**config.mk**
```make
export PLATFORM = sky130hd
export DESIGN_NAME = sha1_padder
export DESIGN_NICKNAME = d
export VERILOG_FILES = /design/src/rtl/sha1_padder.sv
export SDC_FILE = /design/constraint.sdc
export NUM_CORES = 1
export LEC_CHECK = 0
export ABC_CLOCK_PERIOD_IN_PS = 2700
export CORE_ASPECT_RATIO = 1.1
export CORE_MARGIN = 4
export CORE_UTILIZATION = 48
export CTS_BUF_LIST = sky130_fd_sc_hd__clkbuf_8
export DETAILED_ROUTE_END_ITERATION = 6
export PLACE_DENSITY = 0.82
export SLEW_MARGIN = 25
export SYNTH_ARGS = -nofsm -noshare
export SYNTH_HDL_FRONTEND = slang
export SYNTH_SLANG_ARGS = --single-unit
```
**constraint.sdc**
```tcl
create_clock -name clk -period 2.7 [get_ports clk]
set_clock_uncertainty 0.1 [all_clocks]
set_input_delay 0.54 -clock clk [delete_from_list [all_inputs] [get_ports clk]]
set_output_delay 0.54 -clock clk [all_outputs]
set_load 0.02 [all_outputs]
```
**src/rtl/sha1_padder.sv**
```systemverilog
// rtl/sha1_padder.sv - SHA-1 message padder: packs a byte stream into padded 512-bit blocks.
// Optional abort input is enabled by defining SHA1_PAD_ABORT_EN.
module sha1_padder #(
    parameter int LEN_W     = 64,
    parameter int BLK_BYTES = 64
) (
`ifdef SHA1_PAD_ABORT_EN
    input  logic                   abort,
`endif
    input  logic                   clk,
    input  logic                   reset,
    input  logic [7:0]             in_data,
    input  logic                   in_valid,
    input  logic                   in_last,
    output logic                   in_ready,
    output logic [BLK_BYTES*8-1:0] blk_data,
    output logic                   blk_valid,
    input  logic                   blk_ready,
    output logic                   blk_first,
    output logic                   blk_last,
    output logic                   busy
);
    localparam int BLK_BITS = BLK_BYTES * 8;

    typedef enum logic [1:0] {S_FILL, S_PAD, S_EMIT, S_LENBLK} state_t;

    state_t              state_q;
    logic [BLK_BITS-1:0] buf_q;
    logic [5:0]          ptr_q;
    logic [LEN_W-1:0]    bitlen_q;
    logic                first_pending_q;
    logic [1:0]          pad_next_q;
    logic                msg_act_q;
    logic                blk_valid_q;
    logic                blk_first_q;
    logic                blk_last_q;

    logic [BLK_BITS-1:0] buf_fill_d;
    logic [BLK_BITS-1:0] buf_pad_d;
    logic [63:0]         len64;

    assign len64 = 64'(bitlen_q);

    // Byte slot i lives at bits [(63-i)*8 +: 8] so slot 0 is the most significant byte.
    always_comb begin
        buf_fill_d = buf_q;
        buf_pad_d  = buf_q;
        for (int i = 0; i < BLK_BYTES; i++) begin
            if (6'(i) == ptr_q) begin
                buf_fill_d[(BLK_BYTES-1-i)*8 +: 8] = in_data;
                buf_pad_d[(BLK_BYTES-1-i)*8 +: 8]  = 8'h80;
            end else if (6'(i) > ptr_q) begin
                buf_pad_d[(BLK_BYTES-1-i)*8 +: 8]  = 8'h00;
            end
        end
        if (ptr_q <= 6'd55) begin
            buf_pad_d[63:0] = len64;
        end
    end

    always_ff @(posedge clk) begin
        if (reset) begin
            state_q         <= S_FILL;
            buf_q           <= '0;
            ptr_q           <= '0;
            bitlen_q        <= '0;
            first_pending_q <= 1'b1;
            pad_next_q      <= 2'd0;
            msg_act_q       <= 1'b0;
            blk_valid_q     <= 1'b0;
            blk_first_q     <= 1'b0;
            blk_last_q      <= 1'b0;
        end
`ifdef SHA1_PAD_ABORT_EN
        else if (abort) begin
            state_q         <= S_FILL;
            buf_q           <= '0;
            ptr_q           <= '0;
            bitlen_q        <= '0;
            first_pending_q <= 1'b1;
            pad_next_q      <= 2'd0;
            msg_act_q       <= 1'b0;
            blk_valid_q     <= 1'b0;
            blk_first_q     <= 1'b0;
            blk_last_q      <= 1'b0;
        end
`endif
        else begin
            case (state_q)
                S_FILL: begin
                    if (in_valid) begin
                        buf_q     <= buf_fill_d;
                        ptr_q     <= ptr_q + 6'd1;
                        bitlen_q  <= bitlen_q + LEN_W'(8);
                        msg_act_q <= 1'b1;
                        if (ptr_q == 6'd63) begin
                            state_q     <= S_EMIT;
                            blk_valid_q <= 1'b1;
                            blk_first_q <= first_pending_q;
                            blk_last_q  <= 1'b0;
                            pad_next_q  <= in_last ? 2'd1 : 2'd0;
                        end else if (in_last) begin
                            state_q <= S_PAD;
                        end
                    end
                end
                S_PAD: begin
                    buf_q       <= buf_pad_d;
                    state_q     <= S_EMIT;
                    blk_valid_q <= 1'b1;
                    blk_first_q <= first_pending_q;
                    if (ptr_q <= 6'd55) begin
                        blk_last_q <= 1'b1;
                        pad_next_q <= 2'd0;
                    end else begin
                        blk_last_q <= 1'b0;
                        pad_next_q <= 2'd2;
                    end
                end
                S_EMIT: begin
                    if (blk_ready) begin
                        buf_q           <= '0;
                        ptr_q           <= '0;
                        blk_valid_q     <= 1'b0;
                        first_pending_q <= 1'b0;
                        pad_next_q      <= 2'd0;
                        if (blk_last_q) begin
                            bitlen_q        <= '0;
                            first_pending_q <= 1'b1;
                            msg_act_q       <= 1'b0;
                            state_q         <= S_FILL;
                        end else begin
                            case (pad_next_q)
                                2'd1:    state_q <= S_PAD;
                                2'd2:    state_q <= S_LENBLK;
                                default: state_q <= S_FILL;
                            endcase
                        end
                    end
                end
                S_LENBLK: begin
                    buf_q       <= {{(BLK_BITS-64){1'b0}}, len64};
                    state_q     <= S_EMIT;
                    blk_valid_q <= 1'b1;
                    blk_first_q <= first_pending_q;
                    blk_last_q  <= 1'b1;
                end
                default: state_q <= S_FILL;
            endcase
        end
    end

    assign in_ready  = (state_q == S_FILL) && !reset;
    assign blk_data  = buf_q;
    assign blk_valid = blk_valid_q;
    assign blk_first = blk_first_q;
    assign blk_last  = blk_last_q;
    assign busy      = (state_q != S_FILL) || (ptr_q != 6'd0) || msg_act_q;

endmodule

```
==> qor.yml, run 1 <==
status:
  outcome: "finished, violations left"
  violations: "design-rule violations"
setup_path:
  critical_path.max_stage_delay_ps: 380
  crit_path_top_delay_cell: "sky130_fd_sc_hd__or3_4"
  critPathKind: "register to output port"
  crit-reg2reg-capture: "bitlen_q[51]"
  cp_cell_instances: "nor4_4 -> nand2_1 -> or3_4 -> buf_4"
  worst_ep_required_time_ps: 2060
  worst-r2r-setup-slack_ps: 90
  crit_path_max_fanout: 4
  critical_path.reg2reg.startpoint: "bitlen_q[44]"
  start_kind: "register"
  crit_path_end_kind: "output port"
  ff2ff_path_depth: 6
  cp.arrival_ps: 2040
synthesis:
  synth-compound-area-share_pct: 13.3
  portion_of_netlist_area_occupied_by_mux_cells_pct: 15.4
  synth-seq-area-share_pct: 48.4
  ys_async_sr_fraction_pct: 0
  synth_ff_type: "sky130_fd_sc_hd__dfxtp_1"
  synth_xor_area_share_pct: 0.108
  ys_types: 77
  ys.warnings.count: 0
  syn-mean-instance-area_um2: 9.03
  netlist_instances: 2694
  ys_ff_latch: 588
  mappedNetlistArea_mm2: 0.0243
  synth-adder-area-share_pct: 0.514
  area_fraction_in_and_or_nand_and_nor_cells_after_synthesis_pct: 18.3
  synth-edff-count: 0
  synth_top_family_by_area: "simple AND/OR/NAND/NOR gates"
  synth.net_count: 2717
drt:
  via_count: 23965
  wirelength_um: 95400
  drt-initial-drc-count: 1935
  met1_length_um: 36100
  met2_wirelength_um: 44200
  avgViaCountPerCell: 5.91
  drcViolationCount: 9
  route.top_layer_used: "met4"
  drtAntennaViolNets: 0
  route.detailed.wl_per_inst_um: 23.5
  first_pass_iters: 7
  dr_wl_met3_um: 9410
floorplanning:
  design.core.area_mm2: 0.0501
  floorplan.rows: 86
  top_level_ports: 530
  die_width_um: 223
  floorplan.die_area_mm2: 0.0543
  die_y_um: 244
  floorplan.initialDensity_pct: 48.5
power_and_ir_drop:
  power.share.sequential_pct: 28.3
  power.share.clock_pct: 18.0
  switchingPower_mw: 18.3
  design_power_total_mw: 43.4
  p_leak_nw: 13.5
  comb_power_share_pct: 53.7
  p_int_mw: 25.1
  sw_frac_of_total_pct: 42.1
  cellPowerDensity_mw_per_mm2: 1270
  irDropWorstVdd_uv: 825
clock_tree:
  ctsRootBufferMaster: "sky130_fd_sc_hd__clkbuf_8"
  postCtsHoldBufs: 0
  cts_tree: "done"
  ctsLongestPathBuffers: 3
  cts.htree.levels: 3
  tritoncts_num_sinks: 588
  insertion_delay_ps: 690
  tritoncts.num_buffers: 93
  cts.reportedPaths.clkPinSlew_ps: 70
grt:
  first_global_vias: 23830
  first_pass_grt_wire_length_um: 143000
  grt_max_degree: 193
  grt.total_usage_pct: 33.3
  grt-ovfl-total: 0
  antenna_found_initial: 2
job:
  max-cap-violations: 0
sta:
  period_utilization_post_route_pct: 99.4
  grt_setup_unrepaired: "true"
  finalMaxSlewViolations: 0
  max-slew-margin-rel_pct: 38.7
  max_freq_mhz: 373
  totalNegativeSetupSlack_ps: 0
  final-hold-violation-count: 0
  worstMarginPinSlew_ps: 920
  min_period_ps: 2680
  setup_violations: 0
  worst_hold_slack_ps: 183
min_path:
  min-delay-start: "reset"
  min_to: "first_pending_q"
  worst_hold_path_type: "input port to register"
  cell_count_of_the_worst_hold_path: 3
place:
  place.port_buffers: 529
  sum_of_net_half_perimeters_after_detailed_placement_um: 67700
  gp_congestion: 1.02
  post-place-cells: 3891
cells_and_area:
  area_growth_pct: 40.1
  drive_gt1_share_pct: 14.0
  final_cell_count_no_fill: 4058
  final_nets: 3357
[final cells by class]
type / count / area (um^2)
diodes: 2 / 5.00
clock buffers: 118 / 1620
clock inverters: 39 / 282
fillers: 3796 / 16100
inverters: 17 / 63.8
multi-input cells: 1850 / 11600
flip-flops and latches: 588 / 11800
well taps: 660 / 826
repair buffers: 784 / 7860
[worst max-delay path by stage]
stage,startpoint,to,slack [ps]
CTS,ptr_q[5],busy,0.9
finish,ptr_q[3],busy,20
global route,ptr_q[2],busy,-30
global placement,in_valid,blk_data[439],-280
detailed placement,in_valid,blk_data[439],-280
floorplan,state_q[0],blk_data[248],-90
[layout by cell type (no fill, tap or decap), types with 8 or more instances in the layout]
cell type / synthesis / final
sky130_fd_sc_hd__nor3_1: 39 / 39
sky130_fd_sc_hd__o21ai_1: 16 / 17
sky130_fd_sc_hd__a32oi_1: 9 / 9
sky130_fd_sc_hd__nand3_1: 107 / 107
sky130_fd_sc_hd__a311oi_1: 41 / 41
sky130_fd_sc_hd__and2_1: 17 / 10
sky130_fd_sc_hd__inv_1: 16 / 34
sky130_fd_sc_hd__or4_1: 11 / 10
sky130_fd_sc_hd__a31oi_1: 19 / 19
sky130_fd_sc_hd__mux2i_1: 372 / 372
sky130_fd_sc_hd__dfxtp_2: 0 / 9
sky130_fd_sc_hd__o211ai_1: 14 / 14
sky130_fd_sc_hd__or3_1: 13 / 12
sky130_fd_sc_hd__o21ai_0: 116 / 115
sky130_fd_sc_hd__a21oi_2: 15 / 15
sky130_fd_sc_hd__a21o_1: 8 / 8
sky130_fd_sc_hd__clkinv_2: 0 / 9
sky130_fd_sc_hd__and4_1: 12 / 12
sky130_fd_sc_hd__clkdlybuf4s50_1: 0 / 526
sky130_fd_sc_hd__nor2b_1: 12 / 11
sky130_fd_sc_hd__ha_1: 10 / 8
sky130_fd_sc_hd__or2_2: 8 / 8
sky130_fd_sc_hd__clkbuf_8: 0 / 118
sky130_fd_sc_hd__buf_12: 0 / 52
sky130_fd_sc_hd__a211oi_1: 52 / 52
sky130_fd_sc_hd__buf_4: 0 / 203
sky130_fd_sc_hd__nor2_1: 469 / 464
sky130_fd_sc_hd__nand4_1: 33 / 33
sky130_fd_sc_hd__dfxtp_1: 588 / 577
sky130_fd_sc_hd__a22oi_1: 11 / 11
sky130_fd_sc_hd__nand2_1: 174 / 174
sky130_fd_sc_hd__a21oi_1: 117 / 117
sky130_fd_sc_hd__nor4_1: 15 / 14
sky130_fd_sc_hd__and3_1: 18 / 18
[logic make-up (layout without fill, tap and decap cells)]
family / Yosys count / after routing
AO/OA/AOI/OAI: 492 / 492
XOR/XNOR: 3 / 3
flip-flops: 588 / 588
adder cells (fa/ha/maj): 10 / 10
buffers and inverters: 256 / 958
multiplexers: 373 / 373
AND/OR/NAND/NOR: 972 / 972
other: 0 / 2
[layer usage]
layer / global-route usage [%] / vias to the layer above
li1: - / 10816
met1: 38.9 / 11530
met2: 54.3 / 1308
met3: 10.5 / 311
met4: 18.5 / 0
met5: 0 / -
[Yosys cell counts (all sizes together) (21+ instances only)]
cell type	n	area share, %
a211oi	53	1.7
a21oi	132	2.9
a311oi	41	1.5
a31oi	21	0.59
buf	23	0.47
clkbuf	216	3.3
dfxtp	588	48
mux2i	372	15
nand2	174	2.7
nand3	108	2.2
nand4	33	0.85
nor2	471	7.3
nor3	39	0.80
o21ai	132	2.7
[worst max-delay path, delay by kind of cell, from the launching register on]
kind,cells,cell delay (ps)
buffers and inverters,1,170
AND/OR/NAND/NOR,3,820
flip-flops,1,370
[repair_timing]
item / in CTS / in global routing
buffers inserted: 2 / 6
pin swaps: 2 / 5
resized for setup: 22 / 11
endpoints found under the setup margin: 3 / 3
gates cloned: 0 / 0
[power by group through the flow]
stage                     clock network [mW]  registers, mW  logic (mW)
final                                   7.82           12.3        23.3
after floorplan                            0           14.7        9.19
after global routing                    8.31           12.5        24.4
after global placement                     0           12.3        22.4
after detailed placement                   0           12.4        22.8
after CTS                               7.89           12.2        23.0
[through the flow]
| stage | utilization, % | area (um^2) | worst slack (ps) |
|---|---|---|---|
| 2_1_floorplan | - | 24300 | -94.0 |
| 3_3_place_gp | 63.9 | 32100 | -282 |
| 3_5_place_dp | 63.9 | 32100 | -276 |
| 4_1_cts | 67.9 | 34000 | 0.857 |
| 5_1_grt | 68.0 | 34100 | -29.2 |
| 6_report | 68.0 | 34100 | 16.4 |
[sequential cells by signal (all words and copies together), names as in the netlist]
signal and cells:
bitlen_q 61, blk_data 512, first_pending_q 1, blk_valid 1
blk_last 1, ptr_q 6, blk_first 1, msg_act_q 1
pad_next_q 2, state_q 2
No activity file was read; power rests on OpenSTA's default activity.
==> inputs of run 2 (changes only) <==
--- a/config.mk
+++ b/config.mk
@@ -12,6 +12,7 @@
 export CTS_BUF_LIST = sky130_fd_sc_hd__clkbuf_8
 export DETAILED_ROUTE_END_ITERATION = 6
 export PLACE_DENSITY = 0.82
+export SKIP_CTS_REPAIR_TIMING = 1
 export SLEW_MARGIN = 25
 export SYNTH_ARGS = -nofsm -noshare
 export SYNTH_HDL_FRONTEND = slang
==> qor.yml, run 2 (same netlist as run 1, synthesis figures left out) <==
setup_path:
  cp.arrival_ps: 2030  # was 2040 ps
  start_kind: "register"  # unchanged
  cp_cell_instances: "nor4_4 -> nand2_1 -> or3_4 -> clkbuf_2"  # was nor4_4 -> nand2_1 -> or3_4 -> buf_4
  critPathKind: "register to output port"  # unchanged
  crit_path_top_delay_cell: "sky130_fd_sc_hd__dfxtp_2"  # was sky130_fd_sc_hd__or3_4
  worst-r2r-setup-slack_ps: 110  # was 90 ps
  worst_ep_required_time_ps: 2060  # about the same
  critical_path.n_buffers_inverters: 1  # unchanged
  cp_top_family: "simple AND/OR/NAND/NOR gates"  # unchanged
  critical_path.max_stage_delay_ps: 370  # was 380 ps
  crit_path_end_kind: "output port"  # unchanged
  crit-reg2reg-capture: "bitlen_q[59]"  # was bitlen_q[51]
  ff2ff_path_depth: 6  # unchanged
  crit_path_max_fanout: 7  # was 4
  critical_path.reg2reg.startpoint: "bitlen_q[25]"  # was bitlen_q[44]
min_path:
  cell_count_of_the_worst_hold_path: 3  # unchanged
  min-delay-start: "reset"  # unchanged
  worst_hold_path_type: "input port to register"  # unchanged
  min_to: "first_pending_q"  # unchanged
sta:
  finalMaxSlewViolations: 0  # unchanged
  worstMarginPinSlew_ps: 926  # was 920 ps
  max-slew-margin-rel_pct: 38.3  # was 38.7%
  final-hold-violation-count: 0  # unchanged
  totalNegativeSetupSlack_ps: 0  # unchanged
  min_period_ps: 2670  # was 2680 ps
  max_freq_mhz: 374  # was 373 MHz
  post-route-worst-setup-slack_ps: 28.5  # was 16.4 ps
  period_utilization_post_route_pct: 98.9  # was 99.4%
  worst_hold_slack_ps: 183  # about the same
  grt_setup_unrepaired: "true"  # unchanged
  setup_violations: 0  # unchanged
drt:
  drcViolationCount: 4  # was 9
  first_pass_iters: 7  # unchanged
  avgViaCountPerCell: 5.86  # was 5.91
  drtAntennaViolNets: 0  # unchanged
  drt-initial-drc-count: 2059  # was 1,935
  wirelength_um: 94900  # was 95,400 um
  route.detailed.wl_per_inst_um: 23.4  # was 23.5 um
  via_count: 23758  # was 23,965
place:
  dpl-instance-area_mm2: 0.0321  # unchanged
  gp_congestion: 1.02  # unchanged
  place.port_buffers: 529  # unchanged
  post-place-ws_ps: -276  # unchanged
  sum_of_net_half_perimeters_after_detailed_placement_um: 67700  # unchanged
floorplanning:
  top_level_ports: 530  # unchanged
  design.core.area_mm2: 0.0501  # unchanged
  floorplan.die_area_mm2: 0.0543  # unchanged
  floorplan.rows: 86  # unchanged
  die_y_um: 244  # unchanged
  floorplan.initialDensity_pct: 48.5  # unchanged
  die_width_um: 223  # unchanged
cells_and_area:
  postLayoutCellArea_mm2: 0.0340  # was 0.0341 mm^2
  number_of_flip_flops_under_the_largest_register_name: 512  # unchanged
  final_common_cell: "sky130_fd_sc_hd__dfxtp_1"  # unchanged
  most-common-layout-cells: "sky130_fd_sc_hd__dfxtp_1, sky130_fd_sc_hd__clkdlybuf4s50_1, sky130_fd_sc_hd__nor2_1, sky130_fd_sc_hd__mux2i_1, sky130_fd_sc_hd__buf_4"  # unchanged
  final_nets: 3353  # was 3,357
  final_core_utilization_pct: 67.9  # was 68.0%
  drive_gt1_share_pct: 13.7  # was 14.0%
  area_growth_pct: 40.0  # was 40.1%
clock_tree:
  cts.htree.levels: 3  # unchanged
  ctsRootBufferMaster: "sky130_fd_sc_hd__clkbuf_8"  # unchanged
  cts_tree: "done"  # unchanged
  cts.reportedPaths.clkPinSlew_ps: 70  # about the same
  ctsLongestPathBuffers: 3  # unchanged
  tritoncts_num_sinks: 588  # unchanged
  insertion_delay_ps: 690  # about the same
  tritoncts.num_buffers: 93  # unchanged
power_and_ir_drop:
  cellPowerDensity_mw_per_mm2: 1270  # about the same
  irDropWorstVdd_uv: 825  # about the same
  p_leak_nw: 13.5  # about the same
grt:
  first_pass_grt_wire_length_um: 143000  # about the same
  grt_max_degree: 193  # unchanged
  first_global_vias: 23810  # was 23,830
  grt-ovfl-total: 0  # unchanged
  grt.total_usage_pct: 33.2  # was 33.3%
  antenna_found_initial: 2  # unchanged
status:
  outcome: "finished, violations left"  # unchanged
  violations: "design-rule violations"  # unchanged
job:
  max-cap-violations: 0  # unchanged
[run 2: report_power, final]
group | switching, mW | leakage (nW) | total, mW | internal [mW]
Clock | 3.60 | 1.06 | 7.81 | 4.22
Sequential | 1.36 | 4.79 | 12.3 | 10.9
Combinational | 13.2 | 7.65 | 23.2 | 9.98
[run 2: worst max path at each step]
stage / from / to / slack [ps] / depth (start not counted)
2_1_floorplan: state_q[0] / blk_data[248] / -90 / 11
3_3_place_gp: in_valid / blk_data[439] / -280 / 7
3_5_place_dp: in_valid / blk_data[439] / -280 / 7
4_1_cts: ptr_q[2] / busy / -560 / 4
5_1_grt: ptr_q[2] / busy / -40 / 4
6_report: ptr_q[2] / busy / 30 / 4
[run 2: cell type report]
type                    instances  area, um^2
fillers                      3795       16100
flip-flops and latches        588       11800
multi-input cells            1850       11600
repair buffers                780        7820
clock buffers                 118        1620
well taps                     660         826
clock inverters                39         282
inverters                      17        63.8
diodes                          3        7.51
[run 2: tightest hold or removal path, delay by kind of cell]
family / cells / cell delay, ps
AND/OR/NAND/NOR: 1 / 100
buffers and inverters: 2 / 270
[run 2: through the flow]
stage	power (mW)	cells
after floorplan	23.9	2694
after global placement	34.7	3891
after detailed placement	35.2	3891
after CTS	43.1	4048
after global routing	45.1	4054
final	43.3	4055
[run 2: per-layer routing]
layer  GRT usage [%]  share of wire [%]  vias to the layer above
met5               0                  0                        -
met4            18.5                6.0                        0
met3            10.5                9.8                      312
met2            54.2                 46                     1220
met1            38.9                 38                    11408
li1                -                  -                    10818
==> inputs of run 3 (changes only) <==
--- a/config.mk
+++ b/config.mk
@@ -11,7 +11,7 @@
 export CORE_UTILIZATION = 48
 export CTS_BUF_LIST = sky130_fd_sc_hd__clkbuf_8
 export DETAILED_ROUTE_END_ITERATION = 6
-export PLACE_DENSITY = 0.82
+export PLACE_DENSITY = 0.79
 export SKIP_CTS_REPAIR_TIMING = 1
 export SLEW_MARGIN = 25
 export SYNTH_ARGS = -nofsm -noshare
==> qor.yml, run 3 (same netlist as run 1, synthesis figures left out) <==
drt:
  route.detailed.wl_per_inst_um: 23.7  # was 23.4 um
  first_pass_iters: 7  # unchanged
  drtAntennaViolNets: 0  # unchanged
  avgViaCountPerCell: 5.89  # was 5.86
  wirelength_um: 96000  # was 94,900 um
  drt-initial-drc-count: 2127  # was 2,059
  via_count: 23897  # was 23,758
  drcViolationCount: 3  # was 4
setup_path:
  critical_path.reg2reg.startpoint: "ptr_q[0]"  # was bitlen_q[25]
  crit_path_end_kind: "output port"  # unchanged
  cp_cell_instances: "inv_1 -> ha_4 -> inv_1 -> or3_4 -> clkbuf_2"  # was nor4_4 -> nand2_1 -> or3_4 -> clkbuf_2
  cp-startpoint: "state_q[1]"  # was ptr_q[2]
  crit_path_top_delay_cell: "sky130_fd_sc_hd__or3_4"  # was sky130_fd_sc_hd__dfxtp_2
  crit_path_max_fanout: 4  # was 7
  worst_ep_required_time_ps: 2060  # about the same
  critPathKind: "register to output port"  # unchanged
  timing.critical_path.mode_cell: "sky130_fd_sc_hd__inv_1"
  critical_path.max_stage_delay_ps: 410  # was 370 ps
  start_kind: "register"  # unchanged
  cp.arrival_ps: 2020  # was 2030 ps
floorplanning:
  design.core.area_mm2: 0.0501  # unchanged
  top_level_ports: 530  # unchanged
  floorplan.die_area_mm2: 0.0543  # unchanged
  floorplan.initialDensity_pct: 48.5  # unchanged
  die_y_um: 244  # unchanged
  floorplan.rows: 86  # unchanged
  die_width_um: 223  # unchanged
sta:
  totalNegativeSetupSlack_ps: 0  # unchanged
  finalMaxSlewViolations: 0  # unchanged
  max_freq_mhz: 376  # was 374 MHz
  min_period_ps: 2660  # was 2670 ps
  final-hold-violation-count: 0  # unchanged
  post-route-worst-setup-slack_ps: 39.7  # was 28.5 ps
  setup_violations: 0  # unchanged
  max-slew-margin-rel_pct: 43.4  # was 38.3%
  period_utilization_post_route_pct: 98.5  # was 98.9%
  worstMarginPinSlew_ps: 849  # was 926 ps
  worst_hold_slack_ps: 249  # was 183 ps
  grt_setup_unrepaired: "true"  # unchanged
cells_and_area:
  area_taken_by_multi_input_logic_gates_mm2: 0.0116  # about the same
  final_nets: 3349  # was 3,353
  postLayoutCellArea_mm2: 0.0340  # about the same
  most-common-layout-cells: "sky130_fd_sc_hd__dfxtp_1, sky130_fd_sc_hd__clkdlybuf4s50_1, sky130_fd_sc_hd__nor2_1, sky130_fd_sc_hd__mux2i_1, sky130_fd_sc_hd__buf_4"  # unchanged
  fillCellCount: 3920  # was 3,795
  seq_area_mm2: 0.0118  # about the same
  area_growth_pct: 39.9  # was 40.0%
  number_of_flip_flops_under_the_largest_register_name: 512  # unchanged
  final_common_cell: "sky130_fd_sc_hd__dfxtp_1"  # unchanged
  final_cell_count_no_fill: 4059  # was 4,055
  drive_gt1_share_pct: 13.6  # was 13.7%
job:
  max-cap-violations: 0  # unchanged
clock_tree:
  ctsLongestPathBuffers: 3  # unchanged
  insertion_delay_ps: 700  # was 690 ps
  cts.reportedPaths.clkPinSlew_ps: 60  # was 70 ps
  ctsRootBufferMaster: "sky130_fd_sc_hd__clkbuf_8"  # unchanged
  tritoncts.num_buffers: 91  # was 93
  cts_tree: "done"  # unchanged
  tritoncts_num_sinks: 588  # unchanged
  cts.htree.levels: 3  # unchanged
place:
  post-place-ws_ps: -204  # was -276 ps
  post-place-cells: 3890  # was 3,891
  place.port_buffers: 529  # unchanged
  gp_congestion: 0.970  # was 1.02
  dpl-instance-area_mm2: 0.0320  # was 0.0321 mm^2
  sum_of_net_half_perimeters_after_detailed_placement_um: 67900  # was 67,700 um
grt:
  first_global_vias: 24021  # was 23,810
  antenna_found_initial: 2  # unchanged
  grt_max_degree: 160  # was 193
  grt-ovfl-total: 0  # unchanged
  first_pass_grt_wire_length_um: 144000  # was 143,000 um
  grt.total_usage_pct: 33.6  # was 33.2%
min_path:
  worst_hold_path_type: "input port to register"  # unchanged
  min-delay-start: "reset"  # unchanged
power_and_ir_drop:
  irDropWorstVdd_uv: 698  # was 825 uV
  cellPowerDensity_mw_per_mm2: 1270  # about the same
  p_leak_nw: 13.5  # about the same
status:
  violations: "design-rule violations"  # unchanged
  outcome: "finished, violations left"  # unchanged
[run 3: routing by layer]
layer	track usage, %	share of wire (%)
met1	39.7	38
met2	54.3	46
met4	19.5	6.6
met5	0	0
met3	10.1	9.9
[run 3: cell type report]
class | instances | area share (%)
flip-flops and latches | 588 | 34.6
multi-input cells | 1850 | 34.2
repair buffers | 778 | 22.9
clock buffers | 120 | 4.85
well taps | 660 | 2.43
clock inverters | 45 | 0.816
inverters | 17 | 0.187
diodes | 1 | 0.00735
[run 3: final timing paths]
kind / slack, ps / cells past startpoint / end
max: 40 / 5 / busy
min: 250 / 5 / bitlen_q[60]
max reg2reg: 70 / 9 / blk_data[14]
min reg2reg: 350 / 2 / blk_data[279]
[run 3: worst max-delay path, delay by kind of cell, from the launching register on]
family                     cells  cell delay, ps
adders and majority gates      1             180
buffers and inverters          3             410
DFF                            1             350
and+or+nand+nor                1             410
[run 3: through the flow]
step / total power [mW] / utilization, %
after floorplan: 23.9 / -
after global placement: 34.6 / 63.9
after detailed placement: 35.0 / 63.9
after CTS: 43.0 / 67.7
after global routing: 45.0 / 67.9
final: 43.2 / 67.9
[run 3: where the power goes]
part	switching (mW)	leakage, nW	total [mW]	internal, mW
clock network	3.65	1.10	7.84	4.19
registers	1.36	4.79	12.3	10.9
logic	13.2	7.63	23.0	9.83
